$ cat src/rtl/multicycle_control.sv
// Main control FSM for the multi-cycle MIPS datapath (fetch/decode/execute/mem/wb).
// Define MC_ADDI_EN to build the addi states (ADDI_EX/ADDI_WB) and accept opcode 001000.
module multicycle_control (
  input  logic       clk,
  input  logic       reset,
  input  logic [5:0] opcode,
  input  logic       mem_ready,
  output logic       PCWrite,
  output logic       PCWriteCond,
  output logic       IorD,
  output logic       MemRead,
  output logic       MemWrite,
  output logic       MemtoReg,
  output logic       IRWrite,
  output logic       ALUSrcA,
  output logic       RegWrite,
  output logic       RegDst,
  output logic [1:0] PCSource,
  output logic [1:0] ALUSrcB,
  output logic [1:0] ALUOp,
  output logic [3:0] state,
  output logic       illegal_op
);

  typedef enum logic [3:0] {
    IDLE     = 4'd0,
    FETCH    = 4'd1,
    DECODE   = 4'd2,
    MEMADR   = 4'd3,
    MEMRD    = 4'd4,
    MEMWB    = 4'd5,
    MEMWR    = 4'd6,
    RTYPE_EX = 4'd7,
    RTYPE_WB = 4'd8,
    BEQ      = 4'd9,
    JUMP     = 4'd10,
    ADDI_EX  = 4'd11,
    ADDI_WB  = 4'd12
  } state_t;

  localparam logic [5:0] OP_RTYPE = 6'b000000;
  localparam logic [5:0] OP_LW    = 6'b100011;
  localparam logic [5:0] OP_SW    = 6'b101011;
  localparam logic [5:0] OP_BEQ   = 6'b000100;
  localparam logic [5:0] OP_J     = 6'b000010;
  localparam logic [5:0] OP_ADDI  = 6'b001000;

  typedef struct packed {
    logic       pcwrite;
    logic       pcwritecond;
    logic       iord;
    logic       memread;
    logic       memwrite;
    logic       memtoreg;
    logic       alusrca;
    logic       regwrite;
    logic       regdst;
    logic [1:0] pcsource;
    logic [1:0] alusrcb;
    logic [1:0] aluop;
    logic       fetch;
    logic       decode;
  } ctrl_t;

  state_t cur;
  state_t nxt;
  ctrl_t  ctrl;
  logic   legal;

  // Control word for a state; loaded into the output register alongside the state
  function automatic ctrl_t decode_state(input state_t s);
    ctrl_t c;
    c = '0;
    case (s)
      FETCH: begin
        c.memread = 1'b1;
        c.alusrcb = 2'b01;
        c.fetch   = 1'b1;
      end
      DECODE: begin
        c.alusrcb = 2'b11;
        c.decode  = 1'b1;
      end
      MEMADR: begin
        c.alusrca = 1'b1;
        c.alusrcb = 2'b10;
      end
      MEMRD: begin
        c.memread = 1'b1;
        c.iord    = 1'b1;
      end
      MEMWB: begin
        c.memtoreg = 1'b1;
        c.regwrite = 1'b1;
      end
      MEMWR: begin
        c.memwrite = 1'b1;
        c.iord     = 1'b1;
      end
      RTYPE_EX: begin
        c.alusrca = 1'b1;
        c.aluop   = 2'b10;
      end
      RTYPE_WB: begin
        c.regdst   = 1'b1;
        c.regwrite = 1'b1;
      end
      BEQ: begin
        c.alusrca     = 1'b1;
        c.aluop       = 2'b01;
        c.pcwritecond = 1'b1;
        c.pcsource    = 2'b01;
      end
      JUMP: begin
        c.pcwrite  = 1'b1;
        c.pcsource = 2'b10;
      end
`ifdef MC_ADDI_EN
      ADDI_EX: begin
        c.alusrca = 1'b1;
        c.alusrcb = 2'b10;
      end
      ADDI_WB: begin
        c.regwrite = 1'b1;
      end
`endif
      default: ;
    endcase
    return c;
  endfunction

  always_comb begin
    legal = 1'b0;
    case (opcode)
      OP_RTYPE, OP_LW, OP_SW, OP_BEQ, OP_J: legal = 1'b1;
`ifdef MC_ADDI_EN
      OP_ADDI: legal = 1'b1;
`endif
      default: legal = 1'b0;
    endcase
  end

  // Next-state logic; unbuilt or unused encodings fall back to FETCH
  always_comb begin
    nxt = FETCH;
    case (cur)
      IDLE:     nxt = FETCH;
      FETCH:    nxt = mem_ready ? DECODE : FETCH;
      DECODE: begin
        case (opcode)
          OP_RTYPE:     nxt = RTYPE_EX;
          OP_LW, OP_SW: nxt = MEMADR;
          OP_BEQ:       nxt = BEQ;
          OP_J:         nxt = JUMP;
`ifdef MC_ADDI_EN
          OP_ADDI:      nxt = ADDI_EX;
`endif
          default:      nxt = FETCH;
        endcase
      end
      MEMADR:   nxt = (opcode == OP_LW) ? MEMRD : MEMWR;
      MEMRD:    nxt = mem_ready ? MEMWB : MEMRD;
      MEMWB:    nxt = FETCH;
      MEMWR:    nxt = mem_ready ? FETCH : MEMWR;
      RTYPE_EX: nxt = RTYPE_WB;
      RTYPE_WB: nxt = FETCH;
      BEQ:      nxt = FETCH;
      JUMP:     nxt = FETCH;
`ifdef MC_ADDI_EN
      ADDI_EX:  nxt = ADDI_WB;
      ADDI_WB:  nxt = FETCH;
`endif
      default:  nxt = FETCH;
    endcase
  end

  always_ff @(posedge clk) begin
    if (reset) begin
      cur  <= IDLE;
      ctrl <= '0;
    end else begin
      cur  <= nxt;
      ctrl <= decode_state(nxt);
    end
  end

  // Only the fetch write strobes and the illegal flag depend on live inputs
  assign IRWrite     = ctrl.fetch & mem_ready;
  assign PCWrite     = ctrl.pcwrite | (ctrl.fetch & mem_ready);
  assign illegal_op  = ctrl.decode & ~legal;
  assign PCWriteCond = ctrl.pcwritecond;
  assign IorD        = ctrl.iord;
  assign MemRead     = ctrl.memread;
  assign MemWrite    = ctrl.memwrite;
  assign MemtoReg    = ctrl.memtoreg;
  assign ALUSrcA     = ctrl.alusrca;
  assign RegWrite    = ctrl.regwrite;
  assign RegDst      = ctrl.regdst;
  assign PCSource    = ctrl.pcsource;
  assign ALUSrcB     = ctrl.alusrcb;
  assign ALUOp       = ctrl.aluop;
  assign state       = cur;

endmodule
$ cat config.mk
export PLATFORM = sky130hd
export DESIGN_NAME = multicycle_control
export DESIGN_NICKNAME = d
export VERILOG_FILES = /design/src/rtl/multicycle_control.sv
export SDC_FILE = /design/constraint.sdc
export NUM_CORES = 1
export LEC_CHECK = 0
export ABC_AREA = 1
export CAP_MARGIN = 20
export CORE_UTILIZATION = 43
export CTS_BUF_LIST = sky130_fd_sc_hd__clkbuf_4 sky130_fd_sc_hd__clkbuf_8
export CTS_CLUSTER_DIAMETER = 100
export DETAILED_ROUTE_END_ITERATION = 16
export PLACE_DENSITY = 0.77
export RECOVER_POWER = 100
export SYNTH_ARGS = -nofsm -noshare
export SYNTH_HDL_FRONTEND = slang
export SYNTH_SLANG_ARGS = --single-unit
$ cat constraint.sdc
create_clock -name clk -period 1.15 [get_ports clk]
set_input_delay 0.23 -clock clk [delete_from_list [all_inputs] [get_ports clk]]
set_output_delay 0.23 -clock clk [all_outputs]
set_load 0.05 [all_outputs]
Word level (Yosys, flattened, before mapping)
Index checks and enable logic that the tools add are counted.
{"block": "totals", "in_bits": 9, "out_inout_bits": 21, "wordCells": 67, "reg_bits": 21}
{"block": "classes", "n_mux": 21, "eq_ne": 20, "n_bitwise": 4, "reduce_logical": 7}
{"operator": "$eq 4x3->1 const B", "n": 7}
{"operator": "$pmux 4 s6", "n": 1}
{"operator": "$eq 4x2->1 const B", "n": 4}
{"operator": "$pmux 4 s4", "n": 1}
{"operator": "$mux 1", "n": 13}
{"operator": "$eq 4x4->1 const B", "n": 3}
{"operator": "$eq 6x6->1 const B", "n": 2}
{"operator": "$eq 4x1->1 const B", "n": 2}
{"operator": "$pmux 2 s2", "n": 2}
{"operator": "$reduce_or 2->1", "n": 4}
{"operator": "$eq 6x2->1 const B", "n": 1}
{"operator": "$eq 6x3->1 const B", "n": 1}
{"operator": "$logic_not 6->1", "n": 1}
{"operator": "$pmux 2 s3", "n": 1}
{"operator": "$reduce_or 5->1", "n": 1}
{"operator": "$mux 2", "n": 2}
{"operator": "$mux 3", "n": 1}
{"operator": "$reduce_or 3->1", "n": 1}
{"operator": "$and 1x1->1", "n": 2}
{"operator": "$not 1->1", "n": 1}
{"operator": "$or 1x1->1", "n": 1}

Depth between registers and ports, before layout
{"block": "logic_depth", "ltp_word": 7, "ltp_mapped": 11, "mapped_depth_nobuf": 11}

Worst setup path before layout
Ideal clock, no wire load.
{"block": "synth_path", "kind": "reg-to-reg", "start": "register cur[1] (netlist: state[1])", "end": "register ctrl (netlist bit ALUSrcA)", "synth_period_minus_slack_ps": 1588, "setup_slack_ps": -438, "path_stages_with_launch": 10, "path_buffers": 0, "required_time_ps": 1037, "t_arrival_ps": 1474, "cell_sequence": "dfxtp_1 inv_1 nand2_1 nand2_1 nand2_1 nand3_1 nor2_2 nor2_4 nand2_2 nand2_1"}
{"block": "synth_via", "elab_chain_cells": 5}
{"element": "start: declaration", "line_no": "65", "source": "state_t cur;"}
{"element": "start signal: assignment", "line_no": "182", "source": "cur <= nxt;"}
{"element": "$eq 4x3->1, or another cell as far along", "line_no": "146", "source": "case (cur)"}
{"element": "$pmux 4 s6 (*)", "line_no": "146"}
{"element": "$eq 4x4->1, or another cell as far along", "line_no": "74", "source": "case (s)"}
{"element": "$reduce_or 3->1 (no line) (*)"}
{"element": "$mux 1 (*)", "line_no": "74"}
{"element": "end signal: assignment", "line_no": "183", "source": "ctrl <= decode_state(nxt);"}
{"element": "end: declaration", "line_no": "67", "source": "ctrl_t ctrl;"}
Mark *: on every way between the ends. The rest lies on a longest branch, timed or not.
A chain may end at the register's enable or synchronous reset.

Final worst setup path
{"block": "layout_path", "start": "register cur[0] (netlist: state[0])", "end": "register ctrl (netlist bit MemRead)"}
{"block": "layout_via", "elab_chain_cells": 5}
{"element": "$eq 4x3->1, or another cell as far along", "line_no": "146"}
{"element": "$pmux 4 s6 (*)", "line_no": "146"}
{"element": "$eq 4x3->1 or $eq 4x1->1 (tied branches)", "line_no": "74"}
{"element": "$reduce_or 2->1 (no line) (*)"}
{"element": "$mux 1 (*)", "line_no": "74"}
Marks and branches as above.

==> qor.csv <==
metric,value,unit
layout-drive-gt1-share,67.2,%
rsz0062_at_grt,yes,
cts-buffers-inserted,3,
post_synth_most_frequent_cells,"sky130_fd_sc_hd__nand2_1 (24), sky130_fd_sc_hd__dfxtp_1 (20), sky130_fd_sc_hd__inv_1 (18), sky130_fd_sc_hd__nor2_1 (16), sky130_fd_sc_hd__nand3_1 (11)",
antenna_cells_inserted,0,
drv_slew,0,
grt_max_degree,12,
grt_overflow_total,0,
fin_crit,1.47,ns
post-synth-top-area-cell,sky130_fd_sc_hd__dfxtp_1,
fmax,682,MHz
p_leak,0.822,nW
adder_cell_fraction_of_synth_area,0,%
relSlewSlack,76.7,%
yosys.cell_count.top_type,sky130_fd_sc_hd__nand2_1,
top_level_ports,30,
area_overhead_vs_synth,77.7,%
pwr-share-comb,39.7,%
cts-root-buf,sky130_fd_sc_hd__clkbuf_4,
finalSetupTns,-3.73,ns
gp_congestion,0.753,
cts-htree-levels,1,
ys_top_cells_by_area,"sky130_fd_sc_hd__dfxtp_1 (41%), sky130_fd_sc_hd__nand2_1 (9.3%), sky130_fd_sc_hd__inv_1 (6.9%), sky130_fd_sc_hd__nor2_1 (6.2%), sky130_fd_sc_hd__nor2_4 (5.8%)",
async_reset_ff_share,0,%
drv.max_cap_violation_count,0,
synth-compound-area-share,1.54,%
timing.critical_path.to_type,flop,
viasPerCell,5.55,
chipHeight,49.6,µm
total_power,1.93,mW
timing.critical_path.cells,inv_4 -> buf_6 -> nand3_2 -> nor2_2 -> nor2_1 -> nand2_2 -> nand2_4 -> nor2_4 -> nand2_2 -> nand2_1,
core,0.00204,mm²
synth.net_count,142,
drt-initial-drc-count,38,
worst-r2r-cell-count,10,
tightest_slew,0.349,ns
tritoncts_clock_tree,done,
critical_path.startpoint_type,flop,
rows,16,
post-route-drc-count,0,
power.share.sequential,40.4,%
leading_register_cell_type_out_of_synthesis,sky130_fd_sc_hd__dfxtp_1,
worst_hold_path_type,in2reg,
critical_path.slowest_cell,sky130_fd_sc_hd__dfxtp_4,
critical_path_depth,10,
starting_utilization_of_the_core_area,47.6,%
final.setup_skew,0.00776,ns
clk_pin_slew_worst_paths,0.12,ns
grt_pass1_wl,5.14,mm
final-setup-viol-count,27,
iteration_count_of_the_initial_detailed_routing_pass,4,
ys_seq_area_share,41.2,%
p_switching,0.736,mW
nets,187,
cpLargestDelayFamily,simple AND/OR/NAND/NOR gates,
synth_simple_gate_area_share,43.0,%
critical_path_buf_inv_count,2,
placed_cells_incl_taps,191,
crit_top_cell,sky130_fd_sc_hd__nand2_2,
synth_top_family_by_area,simple AND/OR/NAND/NOR gates,
dr_total_vias,1133,
antenna_violations_before_repair,0,
total_power_divided_by_cell_area,1120,mW/mm²
fillCellCount,90,
synth-edff-count,0,
synth.area.mux_share,0,%
clk_latency,0.31,ns
fin_ws,-0.317,ns
critPathArrivalTime,1.73,ns
buffer_depth_of_the_longest_clock_path,2,
port-buffer-count,29,
hold_slack,0.484,ns
sw_frac_of_total,38.2,%
path_class,reg2reg,
mappedNetlistArea,972,µm²
dp_hpwl,2.10,mm
cell_internal_pwr,1.19,mW
wire_per_inst,19.8,µm
grt_util_all_layers,28.0,%
violations,negative setup slack,
netlist.area_leader.share,41.2,%
worst-endpoint-required,1.41,ns
run_status,finished with violations,
timing.final.hold_violations,0,
final_cell_count_no_fill,204,
route.antenna.remaining_nets,0,
dieArea,0.00246,mm²
count_of_yosys_warnings_during_synthesis,0,
pre_cts_ws,-0.617,ns
die_width,49.6,µm
number_of_cells_on_the_worst_hold_path,6,
vdd_ir_drop_max,1060,µV
grt_pass1_vias,1143,
synth_cell_types,20,
synth-xor-area-share,0,%
final.period_utilization,128,%
postSynthAreaPerCell,7.31,µm²
timing.critical_path.slowest_cell_delay,0.41,ns
postSynthRegisterBits,20,
clock_sinks,20,
critical_path_peak_fanout,7,
clock_share_of_power,19.9,%
synthCells,133,
postRouteWirelength,4.04,mm
## logic make-up after synthesis
group / count (synthesis)
AND/OR/NAND/NOR: 79
flip-flops: 20
buffers and inverters: 31
AO/OA/AOI/OAI: 3
## worst min-delay path: cells and delay by family
kind | cells | cell delay, ns
compound gates | 1 | 0.06
simple gates | 3 | 0.29
buf+inv | 2 | 0.17
## routing by layer
| layer | global-route usage [%] | part of all wire [%] | vias up | routed length (µm) |
|---|---|---|---|---|
| li1 | - | - | 485 | - |
| met1 | 27.4 | 36 | 533 | 1450 |
| met2 | 52.5 | 52 | 87 | 2080 |
| met3 | 6.79 | 7.6 | 28 | 307 |
| met4 | 16.2 | 4.9 | 0 | 198 |
| met5 | 0 | 0 | - | 0 |
## flip-flops by register name, summed over array words and instances, names as in the netlist, 2 cells and up
| register | count |
|---|---|
| state | 4 |
| ctrl | 3 |
| ALUOp | 2 |
| ALUSrcB | 2 |
## cells in the final DEF (no fill, tap or decap), drive strengths merged
cell and instances:
buf 35, nand2 33, nor2 26, inv 23, dfxtp 20, clkbuf 14, nand3 11, nor3 4
nand4 3, a21oi 2, clkinvlp 1, or2 1, o21ai 1, nand3b 1, dlygate4sd2 1, clkdlybuf4s50 1
## layout make-up
cell class | instances | area [µm²] | share of cell area, %
inverter | 24 | 106 | 6.15
sequential | 20 | 418 | 24.2
clock buffer | 4 | 30.0 | 1.74
timing repair buffer | 47 | 498 | 28.8
multi-input combinational | 82 | 642 | 37.1
tap | 27 | 33.8 | 1.96
## stage by stage
stage / cell area (µm²) / util, %
2_1_floorplan: 1000 / -
3_3_place_gp: 1540 / 75.6
4_1_cts: 1720 / 84.2
6_report: 1730 / 84.6
5_1_grt: 1730 / 84.6
3_5_place_dp: 1540 / 75.6
## power groups by stage
stage / sequential [mW] / combinational [mW] / clock (mW)
after floorplan: 0.847 / 0.294 / 0
after global placement: 0.788 / 0.608 / 0
after detailed placement: 0.791 / 0.627 / 0
after CTS: 0.778 / 0.711 / 0.364
after global routing: 0.781 / 0.792 / 0.427
final: 0.778 / 0.765 / 0.384
## final timing paths
kind / start / slack (ns) / to
hold / removal: opcode[1] / 0.48 / MemWrite$_SDFF_PP0_
hold reg to reg: state[2]$_SDFF_PP0_ / 0.76 / MemWrite$_SDFF_PP0_
setup / recovery: state[0]$_SDFF_PP0_ / -0.32 / MemRead$_SDFF_PP0_
setup reg to reg: state[0]$_SDFF_PP0_ / -0.32 / MemRead$_SDFF_PP0_
## timing repair
action / CTS / global route
cloned: 0 / 0
resized for setup: 63 / 32
pin swaps: 14 / 14
endpoints found under the setup margin: 22 / 27
buffers inserted: 5 / 5
hold buffers: 0 / 0
(Power assumes the default switching activity.)
